[src/rtl/stream_rr_lock_arbiter.sv]
// Round-robin arbiter that merges N_INP valid/ready streams into one downstream stream.
// The grant is combinational and is locked to the offered requester while the output is stalled.
module stream_rr_lock_arbiter #(
  parameter int  N_INP   = 4,
  parameter type T       = logic,
  parameter int  STALL_W = 8,
  localparam int IDX_W   = (N_INP > 1) ? $clog2(N_INP) : 1
) (
  input  logic               clk_i,
  input  logic               rst_i,
  input  logic               clr_i,
  input  logic [N_INP-1:0]   valid_i,
  output logic [N_INP-1:0]   ready_o,
  input  T                   data_i [N_INP],
  output logic               valid_o,
  input  logic               ready_i,
  output T                   data_o,
  output logic [IDX_W-1:0]   idx_o,
  output logic [STALL_W-1:0] stall_cnt_o
);

  logic [IDX_W-1:0]   rr_ptr_q, rr_ptr_next;
  logic               lock_q, lock_next;
  logic [IDX_W-1:0]   lock_idx_q, lock_idx_next;
  logic [STALL_W-1:0] stall_q, stall_next;

  logic               gated;
  logic               search_hit;
  logic [IDX_W-1:0]   search_idx;
  logic [IDX_W-1:0]   grant;
  logic [IDX_W-1:0]   grant_inc;
  logic               offer;
  logic               handshake;

  assign gated = rst_i || clr_i;

  // Walk offsets from the far end so the candidate closest to rr_ptr_q wins last.
  always_comb begin
    search_hit = 1'b0;
    search_idx = '0;
    for (int k = N_INP - 1; k >= 0; k--) begin
      if (valid_i[(int'(rr_ptr_q) + k) % N_INP]) begin
        search_hit = 1'b1;
        search_idx = IDX_W'((int'(rr_ptr_q) + k) % N_INP);
      end
    end
  end

  assign grant     = lock_q ? lock_idx_q : search_idx;
  assign grant_inc = (grant == IDX_W'(N_INP - 1)) ? '0 : IDX_W'(grant + 1'b1);
  assign offer     = !gated && (lock_q || search_hit) && valid_i[grant];
  assign handshake = offer && ready_i;

  // State register
  always_ff @(posedge clk_i) begin
    if (rst_i) begin
      rr_ptr_q   <= '0;
      lock_q     <= 1'b0;
      lock_idx_q <= '0;
      stall_q    <= '0;
    end else begin
      rr_ptr_q   <= rr_ptr_next;
      lock_q     <= lock_next;
      lock_idx_q <= lock_idx_next;
      stall_q    <= stall_next;
    end
  end

  // Next-state logic
  always_comb begin
    rr_ptr_next   = rr_ptr_q;
    lock_next     = 1'b0;
    lock_idx_next = lock_idx_q;
    stall_next    = '0;
    if (clr_i) begin
      rr_ptr_next   = '0;
      lock_idx_next = '0;
    end else if (handshake) begin
      rr_ptr_next = grant_inc;
    end else if (offer) begin
      lock_next     = 1'b1;
      lock_idx_next = grant;
      stall_next    = (&stall_q) ? stall_q : STALL_W'(stall_q + 1'b1);
    end
  end

  // Output logic
  always_comb begin
    valid_o     = offer;
    data_o      = gated ? T'('0) : data_i[grant];
    idx_o       = offer ? grant : '0;
    stall_cnt_o = rst_i ? '0 : stall_q;
  end

  generate
    for (genvar gi = 0; gi < N_INP; gi++) begin : g_ready
      assign ready_o[gi] = handshake && (grant == IDX_W'(gi));
    end
  endgenerate

  // A locked requester must keep its valid asserted until it is accepted.
  lock_valid_held : assert property (@(posedge clk_i) disable iff (rst_i || clr_i)
    lock_q |-> valid_i[lock_idx_q]);

endmodule

[config.mk]
export PLATFORM = sky130hd
export DESIGN_NAME = stream_rr_lock_arbiter
export DESIGN_NICKNAME = d
export VERILOG_FILES = /design/src/rtl/stream_rr_lock_arbiter.sv
export SDC_FILE = /design/constraint.sdc
export NUM_CORES = 1
export LEC_CHECK = 0
export CAP_MARGIN = 20
export CORE_MARGIN = 1.5
export CORE_UTILIZATION = 46
export CTS_CLUSTER_SIZE = 40
export DETAILED_ROUTE_END_ITERATION = 7
export PLACE_DENSITY = 0.78
export SLEW_MARGIN = 20
export SYNTH_ARGS = -nofsm -noshare
export SYNTH_HDL_FRONTEND = slang
export SYNTH_SLANG_ARGS = --single-unit
[constraint.sdc]
create_clock -name clk_i -period 3.1 [get_ports clk_i]
set_clock_uncertainty 0.2 [all_clocks]
set_input_delay 0.62 -clock clk_i [delete_from_list [all_inputs] [get_ports clk_i]]
set_output_delay 0.62 -clock clk_i [all_outputs]
set_load 0.1 [all_outputs]
## Yosys cells after proc, flatten, opt, wreduce, memory -nomap -nowiden

Cells that the tools add are included.

| storage, ports and cells | value |
|---|---|
| bits in registers | 13 |
| latch bits | 0 |
| memory bits (writable) | 0 |
| ROM bits | 0 |
| word-level logic and storage cells | 73 |
| memories | 0 |

| cells by class | value |
|---|---|
| $add $sub $neg | 5 |
| multipliers | 0 |
| div/mod/pow operators | 0 |
| magnitude comparators | 6 |
| eq/ne operators | 3 |
| shift operators | 0 |
| mux-type cells | 30 |
| bitwise operators | 6 |
| reduce and logical (&&, ||, !) cells | 19 |

Operator list:

| cell | count |
|---|---|
| $mux 1 | 16 |
| $mux 2 | 7 |
| $bmux 1 s2 | 6 |
| $lt 3x4->1 const B | 3 |
| $add 8x1->8 const B | 1 |
| $mux 8 | 1 |
| $reduce_and 8->1 | 1 |
| $reduce_or 2->1 | 4 |
| $logic_and 1x1->1 | 7 |
| $lt 2x3->1 const B | 2 |
| $add 2x1->2 const B | 2 |
| $add 2x2->2 const B | 2 |
| $eq 2x2->1 const B | 2 |
| $reduce_or 4->1 | 1 |
| $and 1x1->1 const A | 3 |
| $ge 3x3->1 const B | 1 |
| $not 2->3 | 1 |
| $reduce_or 3->1 | 1 |
| $eq 2x1->1 const B | 1 |
| $logic_not 2->1 | 1 |
| $logic_or 1x1->1 | 2 |
| $not 1->1 | 2 |
| $reduce_and 2->1 | 1 |
| $logic_not 1->1 | 1 |

## Logic depth before layout (Yosys ltp)

Gate-level depths: netlist (run 1).

| depth | value |
|---|---|
| depth in word-level cells | 17 |
| depth in mapped cells | 10 |
| mapped depth without buffers | 8 |

## Worst setup path before layout (run 1)

No wires, ideal clock.

| timing path | value |
|---|---|
| path kind | input to output |
| start | in valid_i[3] |
| end | out idx_o[0] |
| data arrival time | 6.106 ns |
| required time | 2.280 ns |
| setup slack | -3.826 ns |
| stages on the path | 7 |
| buffers on the path | 2 |
| cells stage by stage | buf_2 > nand2b_1 > nand3_1 > and2_1 > o21a_1 > clkbuf_1 > a2111oi_0 |

| on the way | value |
|---|---|
| longest elaborated chain between the ends | 12 |
| elaborated cells on any way between the ends | 26 |
| classes of those cells | 23 x mux; 3 x reduce/logical |

RTL lines:

| element | line | RTL |
|---|---|---|
| start: declaration | 12 | `input logic [N_INP-1:0] valid_i,` |
| $bmux 1 s2 | 42 | `if (valid_i[(int'(rr_ptr_q) + k) % N_INP]) begin` |
| $mux 1 (implied by the code) (2 in a row) | 42 |  |
| $mux 2 (4 in a row) | 42 |  |
| $mux 2 | 49 | `assign grant = lock_q ? lock_idx_q : search_idx;` |
| $bmux 1 s2 | 51 | `assign offer = !gated && (lock_q \|\| search_hit) && valid_i[grant];` |
| $mux 1 (implied by the code) | 51 |  |
| $logic_and 1x1->1 | 51 |  |
| $mux 2 (*) | 91 | `idx_o = offer ? grant : '0;` |
| end: declaration | 18 | `output logic [IDX_W-1:0] idx_o,` |

Every way passes the cells marked *; elsewhere a longest branch is shown, timed or not. The select of a mux whose other input is x is not followed.

## Worst setup path after layout (run 1)

| timing path | value |
|---|---|
| start | in valid_i[0] |
| end | out idx_o[0] |

Same word-level chain as after synthesis.

==> results of run 1 <==
[what timing repair did]
action,in CTS,in global routing
setup buffers,2,0
pin swaps,5,3
hold buffers,0,0
resized for setup,22,5
setup endpoints to repair,8,6
[where the power goes]
group | internal (mW) | switching, mW
combinational | 0.0713 | 0.0892
sequential | 0.170 | 0.00411
clock | 0.0498 | 0.0553
[sequential cells by signal, indices dropped and copies added (netlist names)]
| signal | flops |
|---|---|
| stall_q | 8 |
| lock_idx_q | 2 |
| rr_ptr_q | 2 |
| lock_q | 1 |
[cell families after synthesis]
family / synth area share
AO/OA/AOI/OAI: 0.145
XOR/XNOR: 0.0363
adder cells (fa/ha/maj): 0.0648
buffers and inverters: 0.0557
flip-flops: 0.269
multiplexers: 0.0829
AND/OR/NAND/NOR: 0.346
[per-stage QoR]
stage / cell area [um^2] / instances / power, mW
after CTS: 1650 / 203 / 0.435
after floorplan: 1030 / 128 / 0.263
final: 1660 / 203 / 0.440
after global routing: 1660 / 203 / 0.456
after detailed placement: 1610 / 197 / 0.332
after global placement: 1610 / 197 / 0.327
[worst paths after layout]
kind,from,end,slack (ns)
max,valid_i[0],idx_o[0],0.09
min,lock_idx_q[1],lock_idx_q[1],0.30
max reg2reg,rr_ptr_q[0],stall_q[6],0.77
min reg2reg,lock_idx_q[1],lock_idx_q[1],0.30
[per-layer routing]
metal / vias to the layer above / wire length, um
met1: 494 / 1240
li1: 540 / -
met4: 0 / 45
met3: 6 / 139
met2: 44 / 1490
met5: - / 0
[layout by cell type (no fill, tap or decap), types with 2 or more instances in the layout]
cell and n:
nand2b_1 4, buf_2 4, clkbuf_4 3, ha_1 5
inv_1 8, buf_4 20, o31a_1 2, and3_1 2
a21boi_2 2, nor3_1 2, a21oi_1 4, xor2_1 3
buf_12 16, clkdlybuf4s50_1 7, nor2_1 11, nor2b_1 11
mux2i_1 8, nand3_1 8, a31oi_1 3, nand2_1 15
nor2_4 4, nor3_2 2, dfxtp_1 11, dfxtp_2 2
[layout make-up]
type                    count  area [um^2]  area share
multi-input cells         103          738       0.446
repair buffers             47          561       0.339
flip-flops and latches     13          263       0.159
inverters                   9         33.8      0.0204
well taps                  27         33.8      0.0204
clock buffers               4         26.3      0.0159
==> flow_summary.yaml, run 1 <==
sta:
  fmax_ghz: 0.332
  timing.final.crit_share: 0.972
  final_hold_viol_count: 0
  postLayoutSetupSlackWorst_ns: 0.0869
  rsz0062_at_grt: "no"
  min_period_ns: 3.01
  drv_slew: 0
  worstMarginPinSlew_ns: 0.365
  fin_hold_ws_ns: 0.295
  relSlewSlack: 0.757
  fin_tns_setup_ns: 0
  setup_viol: 0
die:
  start_util: 0.492
  die_w_um: 48.8
  row_count: 16
  pin_count: 28
  core_area_mm2: 0.00196
  die_y_um: 48.8
  die_area_mm2: 0.00238
synth:
  synth.most_common_cell: "nor2_1"
  syn-num-nets: 145
  netlist.top_cell.by_area: "dfxtp_1"
  postSynthCellCount: 128
  postSynth.asyncResetShare: 0
  synth_edf_count: 0
  ys_ff_latch: 13
  ys.flop_type: "dfxtp_1"
  synth_cell_type_count: 36
  yosysWarnings: 0
  avgSynthCellArea_um2: 7.55
  yosys-top-cells-area: "dfxtp_1, mux2i_1, nor2b_1, ha_1, nor2_1"
  syn-cell-area_um2: 966
  ys_seq_area_frac: 0.269
  synth_top_area_share: 0.269
  synthTopCellsByCount: "nor2_1, nand2_1, dfxtp_1, nor2b_1, inv_1"
worst_setup_path:
  critPathMaxFanout: 6
  slowest_stage: "o21a_2"
  crit_top_cell: "buf_4"
  path_depth: 9
  reg2reg_depth: 10
  crit_type: "primary input to primary output"
  cp.arrival_ns: 2.19
  worst_setup_path_start_kind: "primary input"
  cp_slowest_stage_delay_ns: 0.28
  worstPathRequired_ns: 2.28
  crit_family: "buffers and inverters"
  critical_path_buf_inv_count: 4
  worst_setup_path_end_kind: "primary output"
  crit_chain: "buf_2 > nand2b_1 > buf_4 > nand3_1 > and2_1 > o21a_2 > buf_4 > a2111oi_4 > buf_12"
grt:
  antenna_found_initial: 0
  grt_max_degree: 10
  grt_util_all_layers: 0.259
  use_met2: 0.457
  grt_pass1_wl_um: 4810
  grt_busiest_layer: "met2"
  grt_pass1_vias: 1043
  grtUsageMet1: 0.342
  grt.overflow.total: 0
  grtUsageMet3: 0.0245
hold_path:
  hold_depth: 1
  hp-class: "flip-flop to flip-flop"
final_layout:
  final_net_count: 194
  drive_gt1_frac: 0.347
  fill_cells: 112
  area_growth_pct: 71.4
  antenna_cells: 0
  fin_util: 0.844
power:
  p_leak_nw: 0.693
  ir_worst_vdd_v: 0.000294
  p_per_area_mw_per_mm2: 266
drt:
  drc: 0
  drt-vias-per-instance: 5.34
  postRouteAntennaNets: 0
  wl_um: 2920
  drt_pre_antenna_iters: 4
  routedWlPerCell_um: 14.4
  dr_total_vias: 1084
  first_iter_violations: 23
cts:
  cts-root-buf: "clkbuf_4"
  clock-sinks: 13
  clk_latency_ns: 0.27
  h-tree-depth: 1
  cts_buffer_depth: 2
  cts_tree: "yes"
  clk_pin_slew_worst_paths_ns: 0.08
  cts_buffers: 3
place:
  pre_cts_slack_ns: -0.417
  port_buffers: 27
  dp_hpwl_um: 2230
  place_congestion: 0.856
run_status:
  outcome: "finished, final reports clean"
flow_run:
  drv_cap: 0
Power figures use the tool's default switching activity.
==> inputs of run 2 (changes only) <==
--- a/config.mk
+++ b/config.mk
@@ -8,7 +8,7 @@
 export CAP_MARGIN = 20
 export CORE_MARGIN = 1.5
 export CORE_UTILIZATION = 46
-export CTS_CLUSTER_SIZE = 40
+export CTS_CLUSTER_SIZE = 16
 export DETAILED_ROUTE_END_ITERATION = 7
 export PLACE_DENSITY = 0.78
 export SLEW_MARGIN = 20
==> results of run 2 <==
No change in the layout: final DEF, timing and power equal those of run 1.
